## config.mk

```make
export PLATFORM = sky130hd
export DESIGN_NAME = rv_div_unit
export DESIGN_NICKNAME = d
export VERILOG_FILES = /design/src/rtl/rv_div_pkg.sv /design/src/rtl/rv_div_step.sv /design/src/rtl/rv_div_unit.sv
export SDC_FILE = /design/constraint.sdc
export NUM_CORES = 1
export LEC_CHECK = 0
export BUFFER_PORTS_ARGS = -buffer_cell sky130_fd_sc_hd__buf_2
export CAP_MARGIN = 20
export CORE_UTILIZATION = 62
export DETAILED_ROUTE_END_ITERATION = 10
export PLACE_DENSITY = 0.83
export SYNTH_ARGS = -nofsm -noshare
export SYNTH_HDL_FRONTEND = slang
export SYNTH_SLANG_ARGS = --single-unit
```

## constraint.sdc

```tcl
create_clock -name clk_i -period 6.4 [get_ports clk_i]
set_clock_uncertainty 0.05 [all_clocks]
set_input_delay 1.28 -clock clk_i [delete_from_list [all_inputs] [get_ports clk_i]]
set_output_delay 1.28 -clock clk_i [all_outputs]
set_load 0.02 [all_outputs]
```

## src/rtl/rv_div_pkg.sv

```systemverilog
// Shared types and defaults for the RV32M divider.
package rv_div_pkg;

  localparam int XLEN_DEF = 32;

  typedef enum logic [1:0] {
    DIV  = 2'b00,
    DIVU = 2'b01,
    REM  = 2'b10,
    REMU = 2'b11
  } div_op_e;

  typedef enum logic [1:0] {
    IDLE = 2'b00,
    CALC = 2'b01,
    DONE = 2'b10
  } div_state_e;

endpackage

```

## src/rtl/rv_div_step.sv

```systemverilog
// One radix-2 restoring division iteration, purely combinational.
module rv_div_step #(
  parameter int XLEN = 32
) (
  input  logic [XLEN-1:0] rem,
  input  logic [XLEN-1:0] quot,
  input  logic [XLEN-1:0] divisor,
  output logic [XLEN-1:0] rem_nxt,
  output logic [XLEN-1:0] quot_nxt
);

  logic [XLEN:0] shifted_rem;
  logic [XLEN:0] trial;

  // Shift {rem,quot} left, trial-subtract and keep the difference only if it did not go negative.
  // rem < divisor on entry, so the shifted value fits in XLEN+1 bits.
  always_comb begin
    shifted_rem = {rem, quot[XLEN-1]};
    trial       = shifted_rem - {1'b0, divisor};
    if (!trial[XLEN]) begin
      rem_nxt  = trial[XLEN-1:0];
      quot_nxt = {quot[XLEN-2:0], 1'b1};
    end else begin
      rem_nxt  = shifted_rem[XLEN-1:0];
      quot_nxt = {quot[XLEN-2:0], 1'b0};
    end
  end

endmodule

```

## src/rtl/rv_div_unit.sv

```systemverilog
// Multi-cycle RV32M divider (DIV/DIVU/REM/REMU) feeding the register-file write port.
//
// state | meaning
// IDLE  | ready for a request
// CALC  | one restoring step per cycle, XLEN cycles
// DONE  | result strobe (valid_o) for one cycle
module rv_div_unit
  import rv_div_pkg::*;
#(
  parameter int XLEN  = XLEN_DEF,
  parameter int ADDRW = 5
) (
  input  logic             clk_i,
  input  logic             rst_ni,
  input  logic             flush_i,
  input  logic             valid_i,
  output logic             ready_o,
  input  logic [1:0]       op_i,
  input  logic [XLEN-1:0]  rs1_data_i,
  input  logic [XLEN-1:0]  rs2_data_i,
  input  logic [ADDRW-1:0] rd_addr_i,
  output logic             valid_o,
  output logic [ADDRW-1:0] rd_addr_o,
  output logic [XLEN-1:0]  rd_data_o,
  output logic             rd_wren_o,
  output logic             busy_o
);

  localparam int CW = $clog2(XLEN);
  localparam logic [XLEN-1:0] INT_MIN = {1'b1, {(XLEN-1){1'b0}}};

  div_state_e       state_q, state_d;
  logic [CW-1:0]    cnt_q;
  logic [XLEN-1:0]  quot_q, rem_q, divisor_q;
  div_op_e          op_q;
  logic [ADDRW-1:0] rd_addr_q;
  logic             neg_quot_q, neg_rem_q;
  logic             valid_q;
  logic [ADDRW-1:0] rd_addr_out_q;
  logic [XLEN-1:0]  rd_data_q;

  logic            is_signed, a_neg, b_neg, div_zero, overflow, short_path;
  logic [XLEN-1:0] rs1_mag, rs2_mag, short_quot, short_rem;
  logic [XLEN-1:0] quot_nxt, rem_nxt, quot_fix, rem_fix;
  logic            is_rem_q;

  // Operand decode at accept time: magnitudes, sign flags and the short-path results.
  always_comb begin
    is_signed  = ~op_i[0];
    a_neg      = is_signed & rs1_data_i[XLEN-1];
    b_neg      = is_signed & rs2_data_i[XLEN-1];
    rs1_mag    = a_neg ? (~rs1_data_i + 1'b1) : rs1_data_i;
    rs2_mag    = b_neg ? (~rs2_data_i + 1'b1) : rs2_data_i;
    div_zero   = (rs2_data_i == '0);
    overflow   = is_signed && (rs1_data_i == INT_MIN) && (rs2_data_i == '1);
    short_path = div_zero | overflow;
    short_quot = div_zero ? '1 : INT_MIN;
    short_rem  = div_zero ? rs1_data_i : '0;
  end

  rv_div_step #(.XLEN(XLEN)) u_step (
    .rem      (rem_q),
    .quot     (quot_q),
    .divisor  (divisor_q),
    .rem_nxt  (rem_nxt),
    .quot_nxt (quot_nxt)
  );

  // Sign fix on the final step's output; unsigned ops never set the neg flags.
  always_comb begin
    quot_fix = neg_quot_q ? (~quot_nxt + 1'b1) : quot_nxt;
    rem_fix  = neg_rem_q  ? (~rem_nxt + 1'b1)  : rem_nxt;
    is_rem_q = (op_q == REM) || (op_q == REMU);
  end

  // State register.
  always_ff @(posedge clk_i or negedge rst_ni) begin
    if (!rst_ni) state_q <= IDLE;
    else         state_q <= state_d;
  end

  // Next-state logic; flush forces IDLE from anywhere and blocks an accept.
  always_comb begin
    state_d = state_q;
    if (flush_i) begin
      state_d = IDLE;
    end else begin
      case (state_q)
        IDLE:    if (valid_i) state_d = short_path ? DONE : CALC;
        CALC:    if (cnt_q == '0) state_d = DONE;
        DONE:    state_d = IDLE;
        default: state_d = IDLE;
      endcase
    end
  end

  // Datapath and write-back registers; the result strobe lasts one cycle by default-clearing valid.
  always_ff @(posedge clk_i or negedge rst_ni) begin
    if (!rst_ni) begin
      cnt_q         <= '0;
      quot_q        <= '0;
      rem_q         <= '0;
      divisor_q     <= '0;
      op_q          <= DIV;
      rd_addr_q     <= '0;
      neg_quot_q    <= 1'b0;
      neg_rem_q     <= 1'b0;
      valid_q       <= 1'b0;
      rd_addr_out_q <= '0;
      rd_data_q     <= '0;
    end else begin
      valid_q <= 1'b0;
      if (!flush_i) begin
        case (state_q)
          IDLE: begin
            if (valid_i) begin
              op_q       <= div_op_e'(op_i);
              rd_addr_q  <= rd_addr_i;
              neg_quot_q <= a_neg ^ b_neg;
              neg_rem_q  <= a_neg;
              if (short_path) begin
                quot_q        <= short_quot;
                rem_q         <= short_rem;
                divisor_q     <= rs2_data_i;
                valid_q       <= 1'b1;
                rd_addr_out_q <= rd_addr_i;
                rd_data_q     <= op_i[1] ? short_rem : short_quot;
              end else begin
                quot_q    <= rs1_mag;
                rem_q     <= '0;
                divisor_q <= rs2_mag;
                cnt_q     <= CW'(XLEN - 1);
              end
            end
          end
          CALC: begin
            quot_q <= quot_nxt;
            rem_q  <= rem_nxt;
            if (cnt_q == '0) begin
              valid_q       <= 1'b1;
              rd_addr_out_q <= rd_addr_q;
              rd_data_q     <= is_rem_q ? rem_fix : quot_fix;
            end else begin
              cnt_q <= cnt_q - CW'(1);
            end
          end
          default: ;
        endcase
      end
    end
  end

  assign ready_o   = (state_q == IDLE);
  assign busy_o    = (state_q != IDLE);
  assign valid_o   = valid_q;
  assign rd_addr_o = rd_addr_out_q;
  assign rd_data_o = rd_data_q;
  assign rd_wren_o = valid_q && (rd_addr_out_q != '0);

endmodule

```

==> results.txt, run 1 <==
----------------------------------------------------
[Layout]
  Commonest cells after routing, fill and taps aside ... nand2_1 (219), o21ai_0 (207), dfrtp_1 (149)
  Count of fill cells added during filler insertion ... 1663
  Cell area after layout ... approximately 0.014 mm^2
  Combined flip-flop and latch cell area ... 0.003729 mm^2
  Count of non-filler cells in the finished layout ... 2018
  Commonest non-fill, non-tap cell in the layout ... nand2_1
  Area overhead of the layout relative to synthesis ... 9.834%
  Total number of nets in the final design ... 1849
  Layout cell share with drive strength beyond 1 ... 0.1214
  Multi-input gate area in the final layout ... 0.008403 mm^2

[Setup path]
  CP Data Arrival Time ... ~5.7 ns
  Req. time, crit path ... about 6.7 ns
  Register-to-Register Path Depth ... 21
  CP startpoint kind ... flip-flop
  Critical R2R Capture ... rd_data_o[26]$_DFFE_PN0P_
  Register-to-register setup slack ... 0.96 ns
  Worst Path Class, Setup ... flip-flop to flip-flop
  Sort of element at the end of the critical path ... flip-flop
  Worst-path fanout max ... 10
  Buf/Inv on CP ... 2
  Cell-by-cell trace of the critical path ... inv_1 > ha_1 > fa_1 > nand2b_1 > a2111oi_2 > o21ai_1 > a211oi_2 > o21a_1 > nor2_4 > inv_2 > ha_1 > nand2b_1 > or2_4 > or4_4 > or2_4 > nand2_2 > xor2_2 > nor2_1 > a211oi_2 > o21ai_1 > o221a_1
  Critical path's largest stage delay ... 0.54 ns
  Startpoint of the lowest-slack register-to-register path ... quot_q[31]$_DFFE_PN0P_
  Slowest CP cell ... or4_4
  Family of cells with the greatest summed delay on the critical path ... compound AO/OA/AOI/OAI gates

[Pwr]
  Proportion of total power due to net switching ... 0.5220
  Power Density ... around 520 mW/mm^2
  Clock power share ... 0.140
  Peak ir drop on the vdd network ... 0.0004153 V
  Share of total power in sequential cells ... 0.191
  Combinational power share ... 0.669
  Leakage ... 5.877 nW
  Total net switching power ... around 0.0038 W
  Int Power ... 0.003514 W

[Route]
  Via-per-instance ratio ... 6.686
  Mean routed wirelength per cell ... roughly 21 um
  Count of TritonRoute iterations in the first routing pass ... 8
  Post-route ant nets ... 0
  Via Count ... 13490
  Number of design rule violations left after detail routing ... 0
  Violation count after the first detailed-routing iteration ... 1550
  Post-detailed-routing wire length ... roughly 42000 um

[STA]
  Top achievable clock speed ... 0.1840 GHz
  Slew HR ... 0.2311
  Time the worst path needs with I/O delays and setup ... 5.436 ns
  Total negative slack for setup checks ... 0 ns
  Final hold violation count ... 0
  Period utilization ... 0.8493
  Count of final max-slew check failures ... 0
  Transition time at the pin with the least slew margin ... 1.151 ns
  RSZ-0062 raised after global routing ... false
  Final-layout worst hold slack ... 0.4317 ns
  Total setup violations reported at the end of the flow ... 0

[Synthesis]
  Number of synthesized flops with an enable pin ... 0
  Post-synthesis sequential area ratio ... 0.2916
  Ys async rst share ... 1.000
  Number of distinct standard cells referenced by the synthesized netlist ... 92
  Primary flip-flop cell chosen by synthesis mapping ... dfrtp_1
  Yosys reg bits ... 149
  Number of instances in the synthesized netlist ... 1689
  Synthesis warning total ... 0
  Net Count, Synth ... 1804
  Synthesized area divided by synthesized cell count ... 7.571 um^2
  Cell area after synthesis ... 0.01279 mm^2

[Global route]
  Largest net degree at the start of global routing ... roughly 110
  Global-route met2 utilization ... 0.6394
  Peak-usage layer in the global routing report ... met2
  Number of antenna violations at the first check in global routing ... 2
  Overflow left after global routing ... 0
  Met3 capacity usage during global routing ... 0.08934
  Met1 track demand over resource ... 0.5061
  Total global-route track usage ... 0.3970
  Global-route wire length before repair ... 66560 um
  Vias in the first global route ... 12630

[CTS]
  Clock transition time at the flip-flop clock pins of the worst setup and hold paths ... 0.07 ns
  CTS H-Tree Depth ... 4
  Clock net sink count ... around 150
  Clock root buffer ... clkbuf_16
  Worst-case clock buffer depth ... 2
  Setup fix buffers added after clock tree synthesis ... 0
  Clock buffers created by TritonCTS ... 17
  Post-cts sizing count ... 0
  CTS Hold Bufs ... 0
  TritonCTS clock tree ... done
  Clock latency on the worst-skew pair ... 0.43 ns

[Floorplanning]
  Chip width ... 145.6 um
  Num ports ... 116
  Effective utilization at floorplan ... 0.6320
  Core footprint ... 0.02023 mm^2
  Die ar. ... 0.02120 mm^2
  Row count ... 52
  Vertical die dimension ... 145.6 um

[Run]
  Max-cap violations ... 0

[Worst hold path]
  Hold path startpoint ... rd_addr_q[1]$_DFFE_PN0P_
  Hold Crit Class ... flip-flop to flip-flop
  Hold depth ... 2
  Worst Hold Path EP ... rd_addr_q[1]$_DFFE_PN0P_

[Outcome]
  Outcome ... finished clean

[Placed design]
  Port Buffers ... 115
  Routability-driven placement congestion ratio ... 0.9641
  DP Wirelength ... 31240 um
  Number of cells after detailed placement ... 1983
  Placement Cell Area ... 0.01343 mm^2

----------------------------------------------------
==> metal layers <==
| layer | wire length (um) | part of all wire |
|---|---|---|
| met1 | 16630 | 0.40 |
| met2 | 19140 | 0.46 |
| met3 | 4143 | 0.099 |
| met4 | 1918 | 0.046 |
| met5 | 27 | 0.00065 |
==> tightest hold or removal path, cell delays in order (launching register included) <==
cell and delay [ns]:
dfrtp_1 0.34, nand2_1 0.05, nand2_1 0.06
==> Yosys cell counts (7+ instances only) <==
cell | instances | area [um^2]
ha_1 | 39 | 488.0
clkbuf_1 | 81 | 304.0
dfrtp_1 | 149 | 3729
o31ai_1 | 35 | 262.8
o211ai_1 | 33 | 247.7
nand2b_1 | 14 | 87.58
or2_2 | 8 | 50.05
a31oi_1 | 57 | 356.6
or3_1 | 18 | 112.6
nand3_1 | 24 | 120.1
xnor2_1 | 66 | 578.1
xor2_1 | 62 | 543.0
o21ai_1 | 7 | 35.03
o21ai_0 | 208 | 1041
o41ai_1 | 12 | 105.1
nor2_1 | 139 | 521.8
nor4_1 | 13 | 81.33
a21o_1 | 14 | 105.1
a211oi_1 | 13 | 97.59
nor2b_1 | 7 | 43.79
mux2i_1 | 32 | 320.3
and2_1 | 10 | 62.56
nand2_1 | 219 | 822.0
nor3_1 | 44 | 220.2
a21oi_1 | 129 | 645.6
inv_1 | 63 | 236.5
or4_1 | 11 | 82.58
and3_1 | 15 | 93.84
buf_2 | 21 | 105.1
nand4_1 | 16 | 100.1
==> worst max-delay path by stage <==
| stage | start | end | slack, ns | depth (start not counted) |
|---|---|---|---|---|
| after detailed placement | quot_q[31]$_DFFE_PN0P_ | rd_data_o[26]$_DFFE_PN0P_ | 1.11 | 21 |
| after global routing | quot_q[31]$_DFFE_PN0P_ | rd_data_o[24]$_DFFE_PN0P_ | 0.59 | 18 |
| final | quot_q[31]$_DFFE_PN0P_ | rd_data_o[26]$_DFFE_PN0P_ | 0.96 | 21 |
| after floorplan | quot_q[31]$_DFFE_PN0P_ | rd_data_o[26]$_DFFE_PN0P_ | 1.23 | 25 |
| after global placement | quot_q[31]$_DFFE_PN0P_ | rd_data_o[26]$_DFFE_PN0P_ | 1.21 | 21 |
| after CTS | quot_q[31]$_DFFE_PN0P_ | rd_data_o[26]$_DFFE_PN0P_ | 1.06 | 21 |
==> power by group through the flow <==
| stage | Combinational [W] | Sequential, W | Clock (W) |
|---|---|---|---|
| floorplan | 0.00362 | 0.00132 | 0 |
| finish | 0.00492 | 0.00141 | 0.00103 |
| CTS | 0.00478 | 0.00139 | 0.00103 |
| global placement | 0.00468 | 0.00140 | 0 |
| detailed placement | 0.00476 | 0.00141 | 0 |
| global route | 0.00534 | 0.00143 | 0.00107 |
==> final cells by class <==
class                   count  area share
diodes                      1   0.0001782
repair buffers            135     0.05247
multi-input cells        1366      0.5983
clock buffers              20     0.03180
clock inverters            12     0.01033
inverters                  65     0.01737
flip-flops and latches    149      0.2655
well taps                 270     0.02405
==> registers in the layout, summed over array words and instances, names as in the netlist <==
register	count
valid_o	1
rd_data_o	32
cnt_q	5
state_q	2
neg_rem_q	1
rem_q	32
quot_q	32
rd_addr_q	5
op_q	1
divisor_q	32
neg_quot_q	1
rd_addr_o	5
==> through the flow <==
| stage | total power (W) | setup WS (ns) | util |
|---|---|---|---|
| final | 0.007352 | 0.9644 | 0.6941 |
| after global routing | 0.007830 | 0.5870 | 0.6940 |
| after CTS | 0.007202 | 1.058 | 0.6932 |
| after detailed placement | 0.006165 | 1.112 | 0.6639 |
| after global placement | 0.006080 | 1.207 | 0.6634 |
| after floorplan | 0.004947 | 1.234 | - |
==> kinds of logic after synthesis <==
logic type | after synthesis | synth area share
buffers and inverters | 174 | 0.05440
DFF | 149 | 0.2916
AOI/OAI and AO/OA | 583 | 0.2805
muxes | 37 | 0.02945
and+or+nand+nor | 577 | 0.2154
xor gates and xnor gates | 129 | 0.08894
adders and majority gates | 40 | 0.03973
(Power assumes the default switching activity.)
==> run 2: changes to the inputs <==
Settings changed: CORE_UTILIZATION 62 to 56, PLACE_DENSITY 0.83 to 0.79.
Clock period 6.4 ns to 5 ns, I/O delays scaled along.
==> results.txt, run 2 (same netlist as run 1, synthesis figures left out) <==
----------------------------------------------------
[Outcome]
  Outcome ... finished clean

[Worst hold path]
  Worst Hold Path EP ... divisor_q[26]$_DFFE_PN0P_
  Hold depth ... 2 (unchanged)
  Hold Crit Class ... flip-flop to flip-flop
  Hold path startpoint ... divisor_q[26]$_DFFE_PN0P_

[Setup path]
  Worst Path Class, Setup ... flip-flop to flip-flop
  Startpoint of the lowest-slack register-to-register path ... quot_q[31]$_DFFE_PN0P_
  Register-to-Register Path Depth ... 21 (unchanged)
  Family of cells with the greatest summed delay on the critical path ... compound AO/OA/AOI/OAI gates
  CP Data Arrival Time ... 5.04 ns (-0.65 ns)
  Buf/Inv on CP ... 2 (unchanged)
  Req. time, crit path ... 5.26 ns (-1.40 ns)
  Cell-by-cell trace of the critical path ... inv_1 > ha_1 > fa_2 > nand2b_4 > a2111oi_4 > o21ai_2 > a211oi_2 > o21a_1 > nor2_4 > inv_2 > ha_1 > nand2b_1 > or2_4 > or4_4 > or2_4 > nand2_2 > xor2_2 > nor2_1 > a211oi_2 > o21ai_1 > o221a_1
  Critical R2R Capture ... rd_data_o[26]$_DFFE_PN0P_
  Sort of element at the end of the critical path ... flip-flop
  Worst-path fanout max ... 6 (-4)
  CP startpoint kind ... flip-flop
  Critical path's largest stage delay ... 0.48 ns (-0.06 ns)
  Slowest CP cell ... or4_4
  Register-to-register setup slack ... 0.22 ns (-0.75 ns)

[STA]
  Total negative slack for setup checks ... 0 ns (unchanged)
  Time the worst path needs with I/O delays and setup ... 4.782 ns (-0.6537 ns)
  Count of final max-slew check failures ... 0 (unchanged)
  Period utilization ... 0.9564 (+0.1071)
  Final hold violation count ... 0 (unchanged)
  Slew HR ... 0.1891 (-0.04203)
  RSZ-0062 raised after global routing ... false
  Top achievable clock speed ... 0.2091 GHz (+14%)
  Total setup violations reported at the end of the flow ... 0 (unchanged)
  Transition time at the pin with the least slew margin ... 1.214 ns (+0.06291 ns)

[CTS]
  TritonCTS clock tree ... done
  Clock latency on the worst-skew pair ... 0.44 ns (about the same)
  Worst-case clock buffer depth ... 2 (unchanged)
  Clock net sink count ... 149 (unchanged)
  CTS H-Tree Depth ... 4 (unchanged)
  Clock root buffer ... clkbuf_16
  Clock transition time at the flip-flop clock pins of the worst setup and hold paths ... 0.07 ns (about the same)
  Clock buffers created by TritonCTS ... 17 (unchanged)
  CTS Hold Bufs ... 0 (unchanged)

[Layout]
  Count of non-filler cells in the finished layout ... 2053 (+1.7%)
  Layout cell share with drive strength beyond 1 ... 0.1371 (+0.01570)
  Commonest cells after routing, fill and taps aside ... nand2_1 (219), o21ai_0 (207), dfrtp_1 (149)
  Commonest non-fill, non-tap cell in the layout ... nand2_1
  Total number of nets in the final design ... 1875 (+1.4%)
  Final antenna diode count ... 0 (-1)
  Area overhead of the layout relative to synthesis ... 11.53%

[Floorplanning]
  Chip width ... 153.1 um (+5.2%)
  Core footprint ... 0.02209 mm^2 (+9.2%)
  Row count ... 54 (+3.8%)
  Vertical die dimension ... 153.1 um (+5.2%)
  Num ports ... 116 (unchanged)
  Die ar. ... 0.02344 mm^2 (+11%)
  Effective utilization at floorplan ... 0.5788 (-0.05318)

[Route]
  Via-per-instance ratio ... 6.574 (-1.7%)
  Post-detailed-routing wire length ... 42310 um (+1.1%)
  Mean routed wirelength per cell ... 20.61 um (-0.63%)
  Number of design rule violations left after detail routing ... 0 (unchanged)
  Count of TritonRoute iterations in the first routing pass ... 6 (-2)
  Via Count ... 13500 (+0.022%)
  Violation count after the first detailed-routing iteration ... 1645 (+6.1%)
  Post-route ant nets ... 0 (unchanged)

[Pwr]
  Leakage ... 6.011 nW (+2.3%)
  Power Density ... 666.8 mW/mm^2 (+27%)
  Peak ir drop on the vdd network ... 0.0004900 V (+18%)

[Placed design]
  DP Wirelength ... 31510 um (+0.89%)
  Number of cells after detailed placement ... 2016 (+1.7%)
  Routability-driven placement congestion ratio ... 0.9961 (+3.3%)
  Port Buffers ... 115 (unchanged)

[Global route]
  Global-route wire length before repair ... 67810 um (+1.9%)
  Total global-route track usage ... 0.3677 (-0.02926)
  Number of antenna violations at the first check in global routing ... 1 (-1)
  Largest net degree at the start of global routing ... 102 (-5.6%)
  Overflow left after global routing ... 0 (unchanged)
  Vias in the first global route ... 12730 (+0.75%)

[Run]
  Max-cap violations ... 0 (unchanged)

----------------------------------------------------
==> run 2: per-layer routing <==
metal	GRT usage	wire length, um
met5	0	0
met4	0.1674	1870
met3	0.07882	3968
met2	0.5899	19250
met1	0.4750	17230
==> run 2: worst register-to-register path, stage by stage, from the launching register on <==
cell and delay, ns:
dfrtp_1 0.40, inv_1 0.07, ha_1 0.23, fa_2 0.36
nand2b_4 0.18, a2111oi_4 0.43, o21ai_2 0.16, a211oi_2 0.30
o21a_1 0.21, nor2_4 0.06, inv_2 0.09, ha_1 0.17
nand2b_1 0.12, or2_4 0.27, or4_4 0.48, or2_4 0.29
nand2_2 0.08, xor2_2 0.12, nor2_1 0.06, a211oi_2 0.20
o21ai_1 0.09, o221a_1 0.25
==> run 2: worst max path at each step <==
stage | startpoint | endpoint | slack (ns) | cells after the start
final | quot_q[31]$_DFFE_PN0P_ | rd_data_o[26]$_DFFE_PN0P_ | 0.22 | 21
after detailed placement | quot_q[31]$_DFFE_PN0P_ | rd_data_o[26]$_DFFE_PN0P_ | 0.20 | 21
after floorplan | quot_q[31]$_DFFE_PN0P_ | rd_data_o[26]$_DFFE_PN0P_ | 0.03 | 25
after global placement | quot_q[31]$_DFFE_PN0P_ | rd_data_o[26]$_DFFE_PN0P_ | 0.26 | 21
after global routing | quot_q[31]$_DFFE_PN0P_ | rd_data_o[26]$_DFFE_PN0P_ | 0.02 | 21
after CTS | quot_q[31]$_DFFE_PN0P_ | rd_data_o[26]$_DFFE_PN0P_ | 0.14 | 21
==> run 2: per-stage QoR <==
stage | setup slack [ns] | cell area, um^2 | total power (W) | util | hold slack (ns)
4_1_cts | 0.1439 | 14220 | 0.009319 | 0.6438 | 0.4318
5_1_grt | 0.02000 | 14260 | 0.01013 | 0.6455 | 0.4620
6_report | 0.2180 | 14260 | 0.009509 | 0.6455 | 0.4308
3_3_place_gp | 0.2636 | 13650 | 0.007915 | 0.6179 | 0.4113
3_5_place_dp | 0.1966 | 13650 | 0.008006 | 0.6179 | 0.4169
2_1_floorplan | 0.02502 | 12820 | 0.006362 | - | 0.3955
==> run 2: area by class of cell <==
cell class                      instances  area (um^2)
Sequential cell                       149         3729
Timing Repair Buffer                  161        937.1
Tap cell                              280        350.3
Clock inverter                         13        118.9
Inverter                               65        244.0
Fill cell                            1931         7833
Clock buffer                           19        452.9
Multi-Input combinational cell       1366         8429
==> run 2: timing repair <==
item / in CTS / in global routing
setup endpoints to repair: 0 / 1
resized for setup: 0 / 1
buffers inserted: 0 / 4
==> run 2: where the power goes <==
group | internal [W] | total (W) | switching (W)
registers | 0.00145 | 0.00180 | 0.000351
clock network | 0.000678 | 0.00128 | 0.000603
logic | 0.00241 | 0.00643 | 0.00402
